[src/rtl/fx_pkg.sv]
// Shared definitions for the fixed-point arithmetic library.
// Holds the default Q16.16 format, the saturation limits and the divider state type.
package fx_pkg;

   localparam int FX_WIDTH = 32;
   localparam int FX_QINT  = 16;
   localparam int FX_QFRAC = FX_WIDTH - FX_QINT;

   localparam logic [FX_WIDTH-1:0] FX_MAX = {1'b0, {(FX_WIDTH-1){1'b1}}};
   localparam logic [FX_WIDTH-1:0] FX_MIN = {1'b1, {(FX_WIDTH-1){1'b0}}};

   typedef enum logic [1:0] {
      IDLE = 2'd0,
      CALC = 2'd1,
      DONE = 2'd2
   } fx_state_e;

endpackage

[src/rtl/fx_div_seq.sv]
// Sequential signed fixed-point divider: result = (a << QFRAC) / b.
// Restoring division, one quotient bit per cycle, truncated toward zero and saturated.
module fx_div_seq
   import fx_pkg::*;
#(
   parameter int WIDTH = FX_WIDTH,
   parameter int QINT  = FX_QINT,
   parameter int QFRAC = WIDTH - QINT
) (
   input  logic             clk,
   input  logic             rst,
   input  logic             valid_in,
   output logic             ready_in,
   input  logic [WIDTH-1:0] a,
   input  logic [WIDTH-1:0] b,
   output logic             valid_out,
   input  logic             ready_out,
   output logic [WIDTH-1:0] result,
   output logic             div_by_zero,
   output logic             overflow
);

   localparam int              QW       = WIDTH + QFRAC;
   localparam int              CW       = $clog2(QW);
   localparam logic [CW-1:0]   LAST_CNT = CW'(QW - 1);
   localparam logic [WIDTH-1:0] SAT_MAX = {1'b0, {(WIDTH-1){1'b1}}};
   localparam logic [WIDTH-1:0] SAT_MIN = {1'b1, {(WIDTH-1){1'b0}}};
   localparam logic [WIDTH-1:0] ONE_W   = {{(WIDTH-1){1'b0}}, 1'b1};

   fx_state_e        state_r;
   logic             sign_r;
   logic [WIDTH-1:0] mag_b_r;
   logic [QW-1:0]    dvd_r;
   logic [WIDTH:0]   rem_r;
   logic [QW-2:0]    quo_r;
   logic [CW-1:0]    count_r;

   logic [WIDTH-1:0] abs_a_s;
   logic [WIDTH-1:0] abs_b_s;
   logic [WIDTH+1:0] rem_shift_s;
   logic [WIDTH+1:0] rem_sub_s;
   logic             q_bit_s;
   logic [WIDTH:0]   rem_nxt_s;
   logic [QW-1:0]    q_fin_s;
   logic             ovf_s;
   logic [WIDTH-1:0] sat_res_s;

   // Operand magnitudes, one restoring step, and saturation of the completed quotient
   always_comb begin
      abs_a_s     = a[WIDTH-1] ? (~a + ONE_W) : a;
      abs_b_s     = b[WIDTH-1] ? (~b + ONE_W) : b;
      rem_shift_s = {rem_r, dvd_r[QW-1]};
      rem_sub_s   = rem_shift_s - {2'b00, mag_b_r};
      // The remainder stays below 2*mag_b, so the top bit of the difference is the borrow
      q_bit_s     = ~rem_sub_s[WIDTH+1];
      if (q_bit_s) begin
         rem_nxt_s = rem_sub_s[WIDTH:0];
      end else begin
         rem_nxt_s = rem_shift_s[WIDTH:0];
      end
      q_fin_s = {quo_r, q_bit_s};
      if (!sign_r) begin
         ovf_s = |q_fin_s[QW-1:WIDTH-1];
         if (ovf_s) begin
            sat_res_s = SAT_MAX;
         end else begin
            sat_res_s = q_fin_s[WIDTH-1:0];
         end
      end else begin
         ovf_s = (|q_fin_s[QW-1:WIDTH]) | (q_fin_s[WIDTH-1] & (|q_fin_s[WIDTH-2:0]));
         if (ovf_s) begin
            sat_res_s = SAT_MIN;
         end else begin
            sat_res_s = ~q_fin_s[WIDTH-1:0] + ONE_W;
         end
      end
   end

   // Control FSM, datapath registers and registered outputs
   always_ff @(posedge clk or posedge rst) begin
      if (rst) begin
         state_r     <= IDLE;
         sign_r      <= 1'b0;
         mag_b_r     <= {WIDTH{1'b0}};
         dvd_r       <= {QW{1'b0}};
         rem_r       <= {(WIDTH+1){1'b0}};
         quo_r       <= {(QW-1){1'b0}};
         count_r     <= {CW{1'b0}};
         ready_in    <= 1'b1;
         valid_out   <= 1'b0;
         result      <= {WIDTH{1'b0}};
         div_by_zero <= 1'b0;
         overflow    <= 1'b0;
      end else begin
         case (state_r)
            IDLE: begin
               ready_in <= 1'b1;
               if (valid_in && ready_in) begin
                  sign_r   <= a[WIDTH-1] ^ b[WIDTH-1];
                  mag_b_r  <= abs_b_s;
                  dvd_r    <= {abs_a_s, {QFRAC{1'b0}}};
                  rem_r    <= {(WIDTH+1){1'b0}};
                  quo_r    <= {(QW-1){1'b0}};
                  count_r  <= {CW{1'b0}};
                  ready_in <= 1'b0;
                  if (b == {WIDTH{1'b0}}) begin
                     result      <= a[WIDTH-1] ? SAT_MIN : SAT_MAX;
                     div_by_zero <= 1'b1;
                     overflow    <= 1'b0;
                     state_r     <= DONE;
                  end else begin
                     div_by_zero <= 1'b0;
                     overflow    <= 1'b0;
                     state_r     <= CALC;
                  end
               end
            end
            CALC: begin
               dvd_r   <= {dvd_r[QW-2:0], 1'b0};
               rem_r   <= rem_nxt_s;
               quo_r   <= q_fin_s[QW-2:0];
               count_r <= count_r + {{(CW-1){1'b0}}, 1'b1};
               if (count_r == LAST_CNT) begin
                  result      <= sat_res_s;
                  overflow    <= ovf_s;
                  div_by_zero <= 1'b0;
                  valid_out   <= 1'b1;
                  state_r     <= DONE;
               end
            end
            DONE: begin
               // Divide-by-zero enters here with valid_out still low; raise it one edge later
               if (valid_out) begin
                  if (ready_out) begin
                     valid_out <= 1'b0;
                     ready_in  <= 1'b1;
                     state_r   <= IDLE;
                  end
               end else begin
                  valid_out <= 1'b1;
               end
            end
            default: begin
               state_r   <= IDLE;
               ready_in  <= 1'b1;
               valid_out <= 1'b0;
            end
         endcase
      end
   end

endmodule

[config.mk]
export PLATFORM = sky130hd
export DESIGN_NAME = fx_div_seq
export DESIGN_NICKNAME = d
export VERILOG_FILES = /design/src/rtl/fx_pkg.sv /design/src/rtl/fx_div_seq.sv
export SDC_FILE = /design/constraint.sdc
export NUM_CORES = 1
export LEC_CHECK = 0
export CAP_MARGIN = 10
export CORE_AREA = 2 2 176 195
export CTS_BUF_LIST = sky130_fd_sc_hd__clkbuf_4 sky130_fd_sc_hd__clkbuf_8
export CTS_CLUSTER_DIAMETER = 120
export DETAILED_ROUTE_END_ITERATION = 12
export DIE_AREA = 0 0 178 197
export GPL_TIMING_DRIVEN = 1
export SLEW_MARGIN = 0
export SYNTH_ARGS = -nofsm -noshare
export SYNTH_HDL_FRONTEND = slang
export SYNTH_SLANG_ARGS = --single-unit
[constraint.sdc]
create_clock -name clk -period 7.6 [get_ports clk]
set_input_delay 1.52 -clock clk [delete_from_list [all_inputs] [get_ports clk]]
set_output_delay 1.52 -clock clk [all_outputs]
set_load 0.1 [all_outputs]
==> results.txt <==
The HPWL after detailed placement is 20480 um. In this run, post-CTS repair resized a total of 0 instances. The post-synthesis sequential element count came out at 189. The detailed-route wire length per cell is 16.00 um.

The cell-internal power is 1.366 mW. Static timing analysis puts the maximum clock frequency at 181.4 MHz. During synthesis, Yosys emitted a total of 0 warnings. The first global-routing pass estimated 48890 um of wire. The average vias per placed instance came out at 5.408. The number of instances on the worst hold path is 2. For this design the ratio of total power to cell area is 140.2 mW/mm2. The part of the power in the clock network came out at 0.357.

The number of global-route vias before repair is 9608. Setup violations remaining at the end of the flow were counted as 0. The sum of negative setup slack came out at 0 ps. The tightest min-delay check is of the reg2reg type.

The global-route total usage across every layer is 0.1706. The worst setup path is launched from an input pin. The library cell used most frequently in the layout, excluding fill and tap cells, is dfrtp_1. The repair_antennas step left the layout with diodes totalling 0. The final wirelength is 28910 um. Hold repair after CTS inserted 0 buffers. The data required time at the worst endpoint came out at 8010 ps. In this run the tool buffered the top-level ports with 103 buffer cells. The die covers 0.03507 mm2.

The synthesized cell area came out at 0.01140 mm2. Of the cells placed in the final design, the portion with a size suffix greater than 1 is 0.05818. The analysis attributes to cell leakage a power of 5.371 nW.

The number of nets handed over by synthesis was 1406. The clock tree from TritonCTS is done. The peak supply drop is 104.5 uV. The slew at the pin closest to its max-slew limit came out at 1038 ps. The startpoint of the worst-slack reg-to-reg timing path is mag_b_r[6]. For this run, design rule violations remaining after detail routing come to 0. The stage delay of the slowest cell on the critical path came out at 710 ps. The time the worst path needs with I/O delays and setup came out at 5512 ps.

The number of sinks driven by the clock tree is 189. The root buffer cell chosen for the clock tree is clkbuf_8. For hold timing, the worst endpoint is mag_b_r[6].

The flow ran to the end, and the final reports show no timing, DRC or antenna violations. The biggest fanout along the worst timing path is 34. Across the routed clock network, the largest skew measured is 22.07 ps. Setup slack closes at 2088 ps. The number of cells produced by synthesis came out at 1298.

The remaining max-slew budget at the tightest pin is 0.3058. For this run, asynchronously set or reset flops after synthesis account for 1.000. The clock passes through at most 2 buffers. The number of library cell types mapped by synthesis came out at 75. The critical path in this run is classified as in2reg. Setup slack on the worst reg-to-reg path comes out at 3240 ps. In this run the number of H-tree levels came out at 4. The worst min-delay path startpoint is mag_b_r[6]. For this configuration, the core starts out at a cell density of 0.3454. The commonest register cell after synthesis is dfrtp_1. The largest net degree at the start of global routing came out at 126. The share of the cycle needed by the critical path after routing came out at 0.7252.

The count of nets left with antenna violations after detail routing came out at 0. The total congestion overflow is 0. The combinational share of power is 0.098. The number of detailed-route iterations in the first pass is 5.

The total design power is 1.855 mW. The capture point of the worst reg-to-reg path is result[26]. The number of placed I/O pins came out at 104.

The max-capacitance violation count is 0. The DRC marker count from the first detailed-route iteration is 670. The sequential share of power came out at 0.545. The type of element capturing the critical path is a flip-flop. The CTS clock-pin slew for the worst setup and hold paths is 110 ps. The data arrival at the endpoint of the critical path came out at 5920 ps. The region available for standard cell placement spans 0.03302 mm2. The die outline width came out at 178 um. The critical path goes through clkdlybuf4s50_1 > or4_1 > nor3_1 > nand4_1 > nor4_2 > mux2i_1 > or2_1 > buf_4 > a21o_1 > nor2_1 > a221oi_1 > o211ai_1. The final core area utilization is 0.4007. The number of vias in the routed layout came out at 9773.

The worst setup timing slack at the placement stage came out at 1614 ps. The count of cells along the worst register-to-register path is 17. The worst-path cell with the longest stage delay is nor2_1. The count of standard-cell rows came out at 70. The hold violation total from the final report was 0. Setup repair after global routing left no endpoint under its margin.

A synthesized cell averages 8.786 um2. The net switching fraction of the power is 0.2636. The sequential share of the synthesized area is 0.4148. The number of buffers added for setup after CTS came out at 0. The initial antenna violation count is 0. The max-slew violation count is 0. The clock buffer count from CTS is 17. The final-stage net count came out at 1470. The die extent in y is 197 um. The insertion delay of the later-clocked pin in the worst-skew pair is 480 ps. The switching power summed over all nets came out at 0.4890 mW. At the end of routability-driven placement, the weighted congestion stood at 0.8559. The number of flops mapped to enable cells by yosys came out at 0. The area growth from synthesis to layout is 16.01%. The library cells used most frequently in the layout, excluding fill and tap cells, are 188 x dfrtp_1, 155 x o21ai_0, 149 x nand2_1.
[layer usage]
metal	routed length, um	up-vias	GRT usage
li1	-	4846	-
met1	13800	4707	0.2317
met3	1193	20	0.02585
met4	266	0	0.03825
met5	0	-	0
met2	13650	200	0.2862
[kinds of logic after synthesis]
logic type	count (synthesis)	synth area share
xor+xnor	97	0.07449
flops	189	0.4148
simple gates	375	0.1548
buf+inv	128	0.04301
fa+ha+maj	40	0.04454
compound gates	458	0.2584
mux	11	0.009984
[stage by stage]
| stage | cells | hold WS (ps) | area [um2] |
|---|---|---|---|
| 2_1_floorplan | 1298 | 449.8 | 11400 |
| 3_3_place_gp | 1775 | 464.5 | 12840 |
| 3_5_place_dp | 1775 | 470.5 | 12840 |
| 4_1_cts | 1807 | 494.8 | 13230 |
| 5_1_grt | 1807 | 510.4 | 13230 |
| 6_report | 1807 | 486.3 | 13230 |
[registers in the layout, indices dropped and copies added, names as in the netlist, 2 cells and up]
name	count
quo_r	47
mag_b_r	32
rem_r	33
dvd_r	32
result	32
count_r	6
state_r	2
[power by group through the flow]
| stage | Clock [mW] | Combinational [mW] | Sequential (mW) |
|---|---|---|---|
| floorplan | 0 | 0.106 | 1.03 |
| global placement | 0 | 0.183 | 1.03 |
| detailed placement | 0 | 0.186 | 1.03 |
| CTS | 0.688 | 0.187 | 1.01 |
| global route | 0.722 | 0.207 | 1.01 |
| finish | 0.662 | 0.182 | 1.01 |
[cells in the mapped netlist, types with 4 or more instances]
library cell	n	share of area
nand2_1	149	0.049
a221oi_1	17	0.013
inv_1	52	0.017
nor2_1	91	0.030
a32oi_1	6	0.0046
o211ai_1	7	0.0046
o41ai_1	7	0.0054
ha_1	39	0.043
or3_1	16	0.0088
nor2b_1	7	0.0038
nand3_1	16	0.0070
clkbuf_1	68	0.022
a22o_1	58	0.045
a21oi_1	102	0.045
nand4_1	14	0.0077
or2_2	11	0.0060
o22ai_1	4	0.0022
a21o_1	14	0.0092
o21bai_1	4	0.0026
or4_1	7	0.0046
xnor2_1	21	0.016
a31oi_1	11	0.0060
dfrtp_1	188	0.41
nor4_1	11	0.0060
a22oi_1	6	0.0039
o21a_1	7	0.0046
nor3_1	25	0.011
xor2_1	76	0.058
o31ai_1	26	0.017
mux2i_1	8	0.0070
nand2b_1	10	0.0055
o21ai_0	155	0.068
[worst max path at each step]
stage	slack [ps]	depth (start not counted)	to	from
2_1_floorplan	940	1	count_r[0]	rst
3_3_place_gp	1680	12	result[19]	b[7]
3_5_place_dp	1610	12	result[19]	b[7]
4_1_cts	2130	12	result[19]	b[7]
5_1_grt	1790	12	result[8]	b[7]
6_report	2090	12	result[19]	b[7]
[area by class of cell]
class / instances / area [um2]
flip-flops and latches: 189 / 4731
well taps: 432 / 540.5
clock inverters: 13 / 132.6
fillers: 3347 / 19790
inverters: 55 / 214.0
repair buffers: 118 / 1144
clock buffers: 19 / 255.2
multi-input cells: 981 / 6213
[critical path: cells and delay by family]
| kind | cells | cell delay (ps) |
|---|---|---|
| AO/OA/AOI/OAI | 3 | 640 |
| buffers and inverters | 2 | 720 |
| multiplexers | 1 | 150 |
| AND/OR/NAND/NOR | 6 | 2900 |
Note: power is estimated with default switching activity, not from simulation.
